<file path="src/rtl/rgb_to_ycbcr_stream.sv">
// Streaming RGB-to-YCbCr converter: 3-stage valid/ready pipeline with full backpressure,
// per-frame full/limited range selection, rounding, saturation and a per-frame clip counter.
module rgb_to_ycbcr_stream #(
    parameter int unsigned DW    = 8,
    parameter int unsigned CNT_W = 16
) (
    input  logic             clk,
    input  logic             rst_n,
    input  logic             i_mode,
    input  logic             i_s_valid,
    output logic             o_s_ready,
    input  logic [3*DW-1:0]  i_s_data,
    input  logic             i_s_sof,
    input  logic             i_s_eol,
    output logic             o_m_valid,
    input  logic             i_m_ready,
    output logic [3*DW-1:0]  o_m_data,
    output logic             o_m_sof,
    output logic             o_m_eol,
    output logic [CNT_W-1:0] o_clip_cnt
);

    localparam int unsigned PW = DW + 8;
    localparam int unsigned SW = DW + 10;

    typedef logic signed [SW-1:0] sum_t;

    localparam sum_t Round   = sum_t'(128);
    localparam sum_t OffYLim = sum_t'(16 * (1 << DW));
    localparam sum_t OffC    = sum_t'(1 << (DW + 7));
    localparam sum_t FullHi  = sum_t'((1 << DW) - 1);
    localparam sum_t LimLo   = sum_t'(16 << (DW - 8));
    localparam sum_t LimYHi  = sum_t'(235 << (DW - 8));
    localparam sum_t LimCHi  = sum_t'(240 << (DW - 8));

    function automatic sum_t ext(input logic [PW-1:0] p);
        return sum_t'(p);
    endfunction

    // Returns {clipped, value} after dropping the 8 fractional bits.
    function automatic logic [DW:0] clamp(input sum_t v, input sum_t lo, input sum_t hi);
        sum_t s;
        s = v >>> 8;
        if (s < lo) begin
            clamp = {1'b1, lo[DW-1:0]};
        end else if (s > hi) begin
            clamp = {1'b1, hi[DW-1:0]};
        end else begin
            clamp = {1'b0, s[DW-1:0]};
        end
    endfunction

    logic             w_adv;
    logic             w_mode_px;
    logic [DW-1:0]    w_chan [3];
    logic [7:0]       w_coef [9];
    logic [PW-1:0]    w_prod [9];

    logic             r_mode_lat;
    logic             r_v1, r_sof1, r_eol1, r_mode1;
    logic [PW-1:0]    r_prod1 [9];

    sum_t             w_sum_y, w_sum_cb, w_sum_cr;
    logic             r_v2, r_sof2, r_eol2, r_mode2;
    sum_t             r_sum_y2, r_sum_cb2, r_sum_cr2;

    sum_t             w_lo, w_hi_y, w_hi_c;
    logic [DW:0]      w_cy, w_ccb, w_ccr;
    logic             w_clip;
    logic [CNT_W-1:0] w_cnt_next;

    logic             r_v3, r_sof3, r_eol3;
    logic [3*DW-1:0]  r_data3;
    logic [CNT_W-1:0] r_clip_cnt;

    // Stage 3 empty or being drained: the whole pipeline moves.
    assign w_adv     = ~r_v3 | i_m_ready;
    assign o_s_ready = w_adv;
    assign w_mode_px = i_s_sof ? i_mode : r_mode_lat;

    always_comb begin
        w_chan[0] = i_s_data[3*DW-1 -: DW];
        w_chan[1] = i_s_data[2*DW-1 -: DW];
        w_chan[2] = i_s_data[DW-1:0];
        if (w_mode_px) begin
            w_coef = '{8'd66, 8'd129, 8'd25, 8'd38, 8'd74, 8'd112, 8'd112, 8'd94, 8'd18};
        end else begin
            w_coef = '{8'd77, 8'd150, 8'd29, 8'd43, 8'd85, 8'd128, 8'd128, 8'd107, 8'd21};
        end
        for (int k = 0; k < 9; k++) begin
            w_prod[k] = PW'(w_chan[k % 3]) * PW'(w_coef[k]);
        end
    end

    always_ff @(posedge clk or negedge rst_n) begin
        if (!rst_n) begin
            r_mode_lat <= 1'b0;
        end else if (i_s_valid && w_adv && i_s_sof) begin
            r_mode_lat <= i_mode;
        end
    end

    always_ff @(posedge clk or negedge rst_n) begin
        if (!rst_n) begin
            r_v1    <= 1'b0;
            r_sof1  <= 1'b0;
            r_eol1  <= 1'b0;
            r_mode1 <= 1'b0;
            r_prod1 <= '{default: '0};
        end else if (w_adv) begin
            r_v1    <= i_s_valid;
            r_sof1  <= i_s_sof;
            r_eol1  <= i_s_eol;
            r_mode1 <= w_mode_px;
            r_prod1 <= w_prod;
        end
    end

    // Cb/Cr sums cannot go negative for any input, but stay signed for clarity of the clamp.
    always_comb begin
        w_sum_y  = ext(r_prod1[0]) + ext(r_prod1[1]) + ext(r_prod1[2])
                 + (r_mode1 ? OffYLim : '0) + Round;
        w_sum_cb = OffC + Round + ext(r_prod1[5]) - ext(r_prod1[3]) - ext(r_prod1[4]);
        w_sum_cr = OffC + Round + ext(r_prod1[6]) - ext(r_prod1[7]) - ext(r_prod1[8]);
    end

    always_ff @(posedge clk or negedge rst_n) begin
        if (!rst_n) begin
            r_v2      <= 1'b0;
            r_sof2    <= 1'b0;
            r_eol2    <= 1'b0;
            r_mode2   <= 1'b0;
            r_sum_y2  <= '0;
            r_sum_cb2 <= '0;
            r_sum_cr2 <= '0;
        end else if (w_adv) begin
            r_v2      <= r_v1;
            r_sof2    <= r_sof1;
            r_eol2    <= r_eol1;
            r_mode2   <= r_mode1;
            r_sum_y2  <= w_sum_y;
            r_sum_cb2 <= w_sum_cb;
            r_sum_cr2 <= w_sum_cr;
        end
    end

    always_comb begin
        w_lo   = r_mode2 ? LimLo : '0;
        w_hi_y = r_mode2 ? LimYHi : FullHi;
        w_hi_c = r_mode2 ? LimCHi : FullHi;
        w_cy   = clamp(r_sum_y2, w_lo, w_hi_y);
        w_ccb  = clamp(r_sum_cb2, w_lo, w_hi_c);
        w_ccr  = clamp(r_sum_cr2, w_lo, w_hi_c);
        w_clip = w_cy[DW] | w_ccb[DW] | w_ccr[DW];
        w_cnt_next = r_clip_cnt;
        if (r_sof2) begin
            w_cnt_next = CNT_W'(w_clip);
        end else if (w_clip && (r_clip_cnt != '1)) begin
            w_cnt_next = r_clip_cnt + CNT_W'(1);
        end
    end

    always_ff @(posedge clk or negedge rst_n) begin
        if (!rst_n) begin
            r_v3       <= 1'b0;
            r_sof3     <= 1'b0;
            r_eol3     <= 1'b0;
            r_data3    <= '0;
            r_clip_cnt <= '0;
        end else if (w_adv) begin
            r_v3    <= r_v2;
            r_sof3  <= r_sof2;
            r_eol3  <= r_eol2;
            r_data3 <= {w_cy[DW-1:0], w_ccb[DW-1:0], w_ccr[DW-1:0]};
            if (r_v2) begin
                r_clip_cnt <= w_cnt_next;
            end
        end
    end

    assign o_m_valid  = r_v3;
    assign o_m_data   = r_data3;
    assign o_m_sof    = r_sof3;
    assign o_m_eol    = r_eol3;
    assign o_clip_cnt = r_clip_cnt;

endmodule

</file>
<file path="config.mk">
export PLATFORM = sky130hd
export DESIGN_NAME = rgb_to_ycbcr_stream
export DESIGN_NICKNAME = d
export VERILOG_FILES = /design/src/rtl/rgb_to_ycbcr_stream.sv
export SDC_FILE = /design/constraint.sdc
export NUM_CORES = 1
export LEC_CHECK = 0
export ABC_CLOCK_PERIOD_IN_PS = 4800
export BUFFER_PORTS_ARGS = -buffer_cell sky130_fd_sc_hd__buf_2
export CAP_MARGIN = 0
export CORE_MARGIN = 1.5
export CORE_UTILIZATION = 45
export CTS_BUF_LIST = sky130_fd_sc_hd__clkbuf_4 sky130_fd_sc_hd__clkbuf_8
export DETAILED_ROUTE_END_ITERATION = 10
export PLACE_DENSITY = 0.61
export SYNTH_ARGS = -nofsm -noshare
export SYNTH_HDL_FRONTEND = slang
export SYNTH_SLANG_ARGS = --single-unit
</file>
<file path="constraint.sdc">
create_clock -name clk -period 4.8 [get_ports clk]
set_clock_uncertainty 0.15 [all_clocks]
set_input_delay 0.48 -clock clk [delete_from_list [all_inputs] [get_ports clk]]
set_output_delay 0.48 -clock clk [all_outputs]
set_load 0.005 [all_outputs]
</file>
* Word-level counts from Yosys, hierarchy flattened
Index checks and enable logic that the tools add are counted.
** Cells by class
- Add/sub/neg operators :: 11
- Multiply operators :: 9
- Divide/modulo/power cells :: 0
- Magnitude comparators :: 6
- Eq/ne operators :: 1
- Shifts and indexed selects :: 0
- Multiplexer cells :: 14
- Bitwise operators :: 4
- Reductions and logical operators :: 5
** Operators with widths (number)
- multiplier 8 x 8 -> 16 bit :: 9
- two-way mux 68 bit :: 1
- two-way mux 9 bit :: 6
- subtractor 17 x 16 -> 18 bit :: 2
- subtractor 18 x 17 -> 18 bit :: 2
- adder 16 x 16 -> 17 bit (first input constant) :: 2
- two-way mux 16 bit :: 2
- greater-than comparator 10 x 9 -> 1 bit :: 3
- less-than comparator 10 x 6 -> 1 bit :: 3
- adder 17 x 16 -> 18 bit :: 1
- adder 18 x 13 -> 18 bit :: 1
- adder 18 x 8 -> 18 bit (second input constant) :: 1
- adder 16 x 16 -> 17 bit :: 1
- adder 16 x 1 -> 16 bit (second input constant) :: 1
- inequality test 16 bit (second input constant) :: 1
- two-way mux 13 bit :: 1
- two-way mux 5 bit :: 2
- two-way mux 4 bit :: 1
- logical AND 1 bit :: 3
- bitwise OR 1 bit :: 3
- AND reduction 3 bit :: 1
- nonzero test 2 bit :: 1
- two-way mux 1 bit :: 1
- inverter 1 bit :: 1
** Word-level totals
- Register bits after elaboration :: 250
- Bits in latches :: 0
- Memory bits (writable) :: 0
- Bits in read-only memories :: 0
- Output and inout port bits :: 44
- Word-level logic and storage cells :: 76
- Memories kept :: 0

* Logic depth before layout (Yosys ltp)
Gate-level depths: netlist (run 1).
- Depth after elaboration :: 9
- Gate-level depth with buffers :: 20
- Mapped depth without buffers :: 19

* Worst setup path after synthesis (run 1)
Ideal clock, no wire load.
- Path type :: input port to flip-flop
- Start point :: in i_s_sof
- End point :: reg r_prod1[31] (netlist name)
- Library setup time :: 140 ps
- Data arrival time :: 4991 ps
- Required time :: 4510 ps
- Setup slack :: -481 ps
- Stages :: 19
- Path buffers :: 2
- Cell sequence :: mux2_2 clkbuf_1 buf_1 nand2_1 fa_1 fa_1 inv_1 fa_1 inv_1 fa_1 inv_1 ha_1 o21ai_0 a21oi_1 o211ai_1 nand2_1 a221o_1 a2111oi_0 a211oi_1
** On the way
- Longest elaborated chain between the ends :: 3
** Ends and longest elaborated chain
- start: declaration :: line 13 : input logic i_s_sof,
- two-way mux 1 bit :: line 79 : assign w_mode_px = i_s_sof ? i_mode : r_mode_lat;
- two-way mux 68 bit :: line 85 : if (w_mode_px) begin
- multiplier 8 x 8 -> 16 bit :: line 91 : w_prod[k] = PW'(w_chan[k % 3]) * PW'(w_coef[k]);
- end signal: assignment :: line 115 : r_prod1 <= w_prod;
- end: declaration :: line 61 : logic [PW-1:0] r_prod1 [9];
Every way passes these cells.
A chain may end at the register's enable or synchronous reset.

* Worst setup path after layout (run 1)
- Start point :: reg r_mode_lat
- End point :: reg r_prod1[31] (netlist name)
** On the way
- Longest elaborated chain between the ends :: 3
** Ends and longest elaborated chain
- start: declaration :: line 59 : logic r_mode_lat;
- start signal: assignment :: line 99 : r_mode_lat <= i_mode;
- two-way mux 1 bit :: line 79
- two-way mux 68 bit :: line 85
- multiplier 8 x 8 -> 16 bit :: line 91
Every way passes these cells.

==> flow_summary.yaml, run 1 <==
die:
  die_h_um: 221.2
  dieArea_mm2: 0.04893
  start_util: 0.4583
  pin_count: 75
  die_w_um: 221.2
  core_area_mm2: 0.04675
  fp-row-count: 79
sta:
  drv_slew: 0
  period_share: 0.9876
  fmax_mhz: 211.0
  worstMarginPinSlew_ns: 0.9446
  grt_setup_unrepaired: "true"
  finalSetupViolations: 0
  holdWs_ns: 0.09154
  finalHoldViolCount: 0
  fin_crit_ns: 4.740
  slew_headroom: 0.3702
grt:
  grt_max_degree: 205
  antenna_found_initial: 0
  grt_first_pass_wirelength_um: 84910
  grt_pass1_vias: 16740
  grt_usage: 0.2146
  grt_overflow: 0
placed_design:
  io_buffers: 74
  hpwl_um: 41670
  finalWeightedCongestion: 0.8672
worst_setup_path:
  worstSetupPathType: "register to register"
  r2r-start: "r_mode_lat"
  crit_fanout: 7
  crit_path_end_kind: "register"
  critPathArrivalTime_ns: 5.04
  start_kind: "register"
  crit_required_ns: 5.10
  worstSetupStartpoint: "r_mode_lat"
min_path:
  min_from: "i_s_sof"
  hold_path.class: "primary input to register"
logic_synthesis:
  ys_seq_area_frac: 0.2453
  async_flop_share: 1.000
  yosysWarnings: 0
  synthDistinctLibCells: 83
  ys_ff_latch: 210
  syn_avg_cell_area_um2: 9.223
  synthFlopType: "dfrtp_1"
  synth_edf_count: 0
  netlist_area_mm2: 0.02143
  postSynthCellCount: 2323
final_layout:
  nets: 3178
  area_delta_synth_final_pct: 18.24
  diodes: 0
  fillerInstances: 4315
  drive_above_1_share: 0.1780
drt:
  drc: 0
  dr.pass1.iters: 5
  vias_per_cell: 5.043
  vias: 16290
  final_antenna_net_count: 0
  drt_first_iter_violations: 721
  finalWirelength_um: 52270
  wl_per_cell_um: 16.18
run_status:
  status: "complete, no violations"
clock_tree:
  clockBufferDepth: 3
  numCtsBuffers: 42
  cts_tree: "yes"
  clkSlewWorstSetupHoldPaths_ns: 0.06
  clk_latency_ns: 0.60
  cts_max_level: 2
  clock-sinks: 210
  root_buffer: "clkbuf_8"
flow_run:
  drv_cap: 0
## cells by family after synthesis
logic type	share of synthesized area
adder cells (fa/ha/maj)	0.3831
AND/OR/NAND/NOR	0.1093
buffers and inverters	0.08748
AO/OA/AOI/OAI	0.1294
flip-flops	0.2453
XOR/XNOR	0.03720
multiplexers	0.007884
other	0.0003505
## metal layers
metal	share of wire	wire [um]	track usage	vias up
met2	0.48	25070	0.3655	191
met1	0.46	24290	0.2857	7837
li1	-	-	-	8195
met5	0	0	0	-
met3	0.028	1439	0.02483	65
met4	0.028	1466	0.06674	0
## cells in the final DEF, fill, tap and decap left out, types with 29 or more instances in the layout
master    count
dfrtp_1     210
inv_1       412
xnor2_1      60
clkbuf_8     56
ha_1        374
buf_4       175
nand2_1     247
fa_1        163
nor2_1      128
a21oi_1     113
o21ai_0     110
xor2_1       29
buf_2        73
## area by class of cell
class | count | area (um2) | area share
clock buffers | 63 | 823.3 | 0.03250
clock inverters | 14 | 111.4 | 0.004396
inverters | 428 | 1612 | 0.06361
multi-input cells | 1642 | 14820 | 0.5850
flip-flops and latches | 210 | 5255 | 0.2074
well taps | 607 | 759.5 | 0.02998
repair buffers | 266 | 1952 | 0.07704
## synthesized netlist by cell type, types with 9 or more instances
library cell	count	area [um2]
mux2i_1	9	90.09
a31oi_1	16	100.1
o211ai_1	9	67.56
xor2_1	29	254.0
nand3_1	15	75.07
nor2b_1	13	81.33
o31ai_1	17	127.6
xnor2_1	62	543.0
o21ai_0	124	620.6
a21oi_1	126	630.6
dfrtp_1	210	5255
nand2b_1	14	87.58
a211oi_1	16	120.1
o21bai_1	14	105.1
fa_1	165	3303
o21a_1	18	135.1
and2_1	11	68.82
inv_1	426	1599
or3_1	9	56.30
nor3_1	17	85.08
a21o_1	23	172.7
clkbuf_1	55	206.5
a22o_1	9	78.83
ha_1	392	4905
nand2_1	263	987.2
nor2_1	131	491.7
## flip-flops by register name, summed over array words and instances (netlist names), 10 cells and up
signal,cells
o_clip_cnt,16
o_m_data,24
r_prod1,128
r_sum_cb2,10
r_sum_cr2,10
r_sum_y2,10
## metrics by stage
step	instance area [um2]	cells	utilization	TNS (ns)	setup WS [ns]
6_report	25330	3230	0.5419	0	0.05960
5_1_grt	25330	3230	0.5419	-0.3355	-0.1166
4_1_cts	24750	3213	0.5293	0	0.01385
3_5_place_dp	23770	3133	0.5085	-3.864	-0.3061
3_3_place_gp	23770	3133	0.5085	-2.372	-0.2709
2_1_floorplan	21580	2345	-	-0.08773	-0.04407
## timing repair
action | 4_1_cts | 5_1_grt
gates resized for setup | 2 | 110
endpoints found under the setup margin | 3 | 34
hold endpoints to repair | 114 | 0
gates cloned | 0 | 2
hold buffers | 4 | 0
pin swaps | 1 | 59
setup buffers | 0 | 15
## critical path, cell delays in order (launching register included)
cell and delay, ns:
dfrtp_1 0.38, mux2_4 0.37, nand2_4 0.12, fa_1 0.44
fa_1 0.54, inv_1 0.05, fa_1 0.47, inv_1 0.05
fa_1 0.49, inv_2 0.05, ha_4 0.21, o21ai_1 0.06
a21oi_1 0.06, o211ai_1 0.21, nand2_1 0.12, a221o_1 0.36
a2111oi_4 0.38, a211oi_2 0.06
## final timing paths
check | to | slack [ns] | depth (start not counted)
min in group asynchronous | o_clip_cnt[6] | 0.37 | 2
min | r_sof1 | 0.09 | 4
max reg2reg | r_prod1[31] | 0.06 | 17
max in group asynchronous | r_prod1[73] | 2.98 | 3
min reg2reg | o_m_sof | 0.32 | 2
max | r_prod1[31] | 0.06 | 17
Power of run 1 is not shown: default switching activity piles up to over one toggle a cycle in this logic, so the estimate is an artifact.
==> run 2: changes to the inputs <==
- RECOVER_POWER: default -> 50
==> flow_summary.yaml, run 2 (synthesized netlist as in run 1, its figures left out) <==
die:
  fp-row-count: 79
  pin_count: 75
  die_w_um: 221.2
  die_h_um: 221.2
  start_util: 0.4583
  dieArea_mm2: 0.04893
  core_area_mm2: 0.04675
sta:
  fmax_mhz: 211.0
  fin_crit_ns: 4.740
  drv_slew: 112
  worstMarginPinSlew_ns: 2.833
  finalHoldViolCount: 0
  finalSetupViolations: 0
  slew_headroom: -0.8887
  holdWs_ns: 0.09154
  period_share: 0.9876
  grt_setup_unrepaired: "true"
final_layout:
  nets: 3178
  largest_reg_flops: 128
  final_cell_mix: "inv_1, ha_1, nand2_1"
  area_delta_synth_final_pct: 18.20
  regMostFlops: "r_prod1"
  layout_commonest_cell: "inv_1"
  diodes: 0
  design_area_mm2: 0.02532
  drive_above_1_share: 0.1780
worst_setup_path:
  cp.buffers_inverters: 3
  path_common_cell: "fa_1"
  critPathTopFamily: "adder cells"
  crit_required_ns: 5.10
  cpPeakStageDelay_ns: 0.54
  path_cells: "mux2_4, nand2_4, fa_1, fa_1, inv_1, fa_1, inv_1, fa_1, inv_2, ha_4, o21ai_1, a21oi_1, o211ai_1, nand2_1, a221o_1, a2111oi_4, a211oi_2"
  critPathArrivalTime_ns: 5.04
  start_kind: "register"
  worstSetupPathType: "register to register"
  crit_path_end_kind: "register"
  crit_fanout: 7
  cp_slowest_cell: "fa_1"
min_path:
  hold_path.class: "primary input to register"
drt:
  vias_per_cell: 5.041
  drc: 0
  final_antenna_net_count: 0
  drt_first_iter_violations: 722
  finalWirelength_um: 52270
  dr.pass1.iters: 5
  wl_per_cell_um: 16.18
  vias: 16280
clock_tree:
  clkSlewWorstSetupHoldPaths_ns: 0.06
  numCtsBuffers: 42
  clk_latency_ns: 0.60
  clockBufferDepth: 3
  clock-sinks: 210
  cts_tree: "yes"
  root_buffer: "clkbuf_8"
  cts_max_level: 2
grt:
  grt_usage: 0.2146
  grt_pass1_vias: 16740
  grt_first_pass_wirelength_um: 84910
  antenna_found_initial: 0
  grt_max_degree: 205
  grt_overflow: 0
placed_design:
  io_buffers: 74
  placed_cell_area_mm2: 0.02377
  hpwl_um: 41670
  finalWeightedCongestion: 0.8672
flow_run:
  drv_cap: 1
run_status:
  status: "finished, violations left"
  violations: "capacitance limit, slew limit"
## run 2: worst paths after layout
| kind | startpoint | end | slack [ns] | depth (start not counted) |
|---|---|---|---|---|
| max | r_mode_lat | r_prod1[31] | 0.06 | 17 |
| min | i_s_sof | r_sof1 | 0.09 | 4 |
| max reg2reg | r_mode_lat | r_prod1[31] | 0.06 | 17 |
| min reg2reg | o_m_sof | o_m_sof | 0.32 | 2 |
| max in group asynchronous | rst_n | r_sum_cr2[12] | 1.65 | 2 |
| min in group asynchronous | rst_n | o_clip_cnt[6] | 1.15 | 2 |
## run 2: per-layer routing
metal | track usage | wire, um
met3 | 0.02483 | 1433
met5 | 0 | 0
met2 | 0.3655 | 25070
met1 | 0.2857 | 24290
met4 | 0.06674 | 1466
## run 2: final cells by class
| class | instances | area, um2 |
|---|---|---|
| fill | 4316 | 21430 |
| multi-input combinational | 1642 | 14820 |
| sequential | 210 | 5255 |
| timing repair buffer | 266 | 1942 |
| inverter | 428 | 1612 |
| clock buffer | 63 | 823.3 |
| tap | 607 | 759.5 |
| clock inverter | 14 | 111.4 |
## run 2: worst register-to-register path: cells and delay by family (launching register included)
family | cells | cell delay (ns)
adder cells (fa/ha/maj) | 5 | 2.15
AO/OA/AOI/OAI | 6 | 1.14
flip-flops | 1 | 0.38
multiplexers | 1 | 0.37
AND/OR/NAND/NOR | 2 | 0.25
buffers and inverters | 3 | 0.15
## run 2: repair_timing
item / CTS / global route
gates resized for setup: 2 / 110
setup endpoints to repair: 3 / 34
pin swaps: 1 / 59
setup buffers: 0 / 15
cloned: 0 / 2
hold buffers: 4 / 0
hold endpoints to repair: 114 / 0
## run 2: through the flow
stage	TNS [ns]	utilization	cells	setup slack [ns]
after floorplan	-0.08773	-	2345	-0.04407
after global placement	-2.372	0.5085	3133	-0.2709
after detailed placement	-3.864	0.5085	3133	-0.3061
after CTS	0	0.5293	3213	0.01385
after global routing	-0.3355	0.5417	3230	-0.1166
final	0	0.5417	3230	0.05960
Power of run 2 is left out for the same reason.
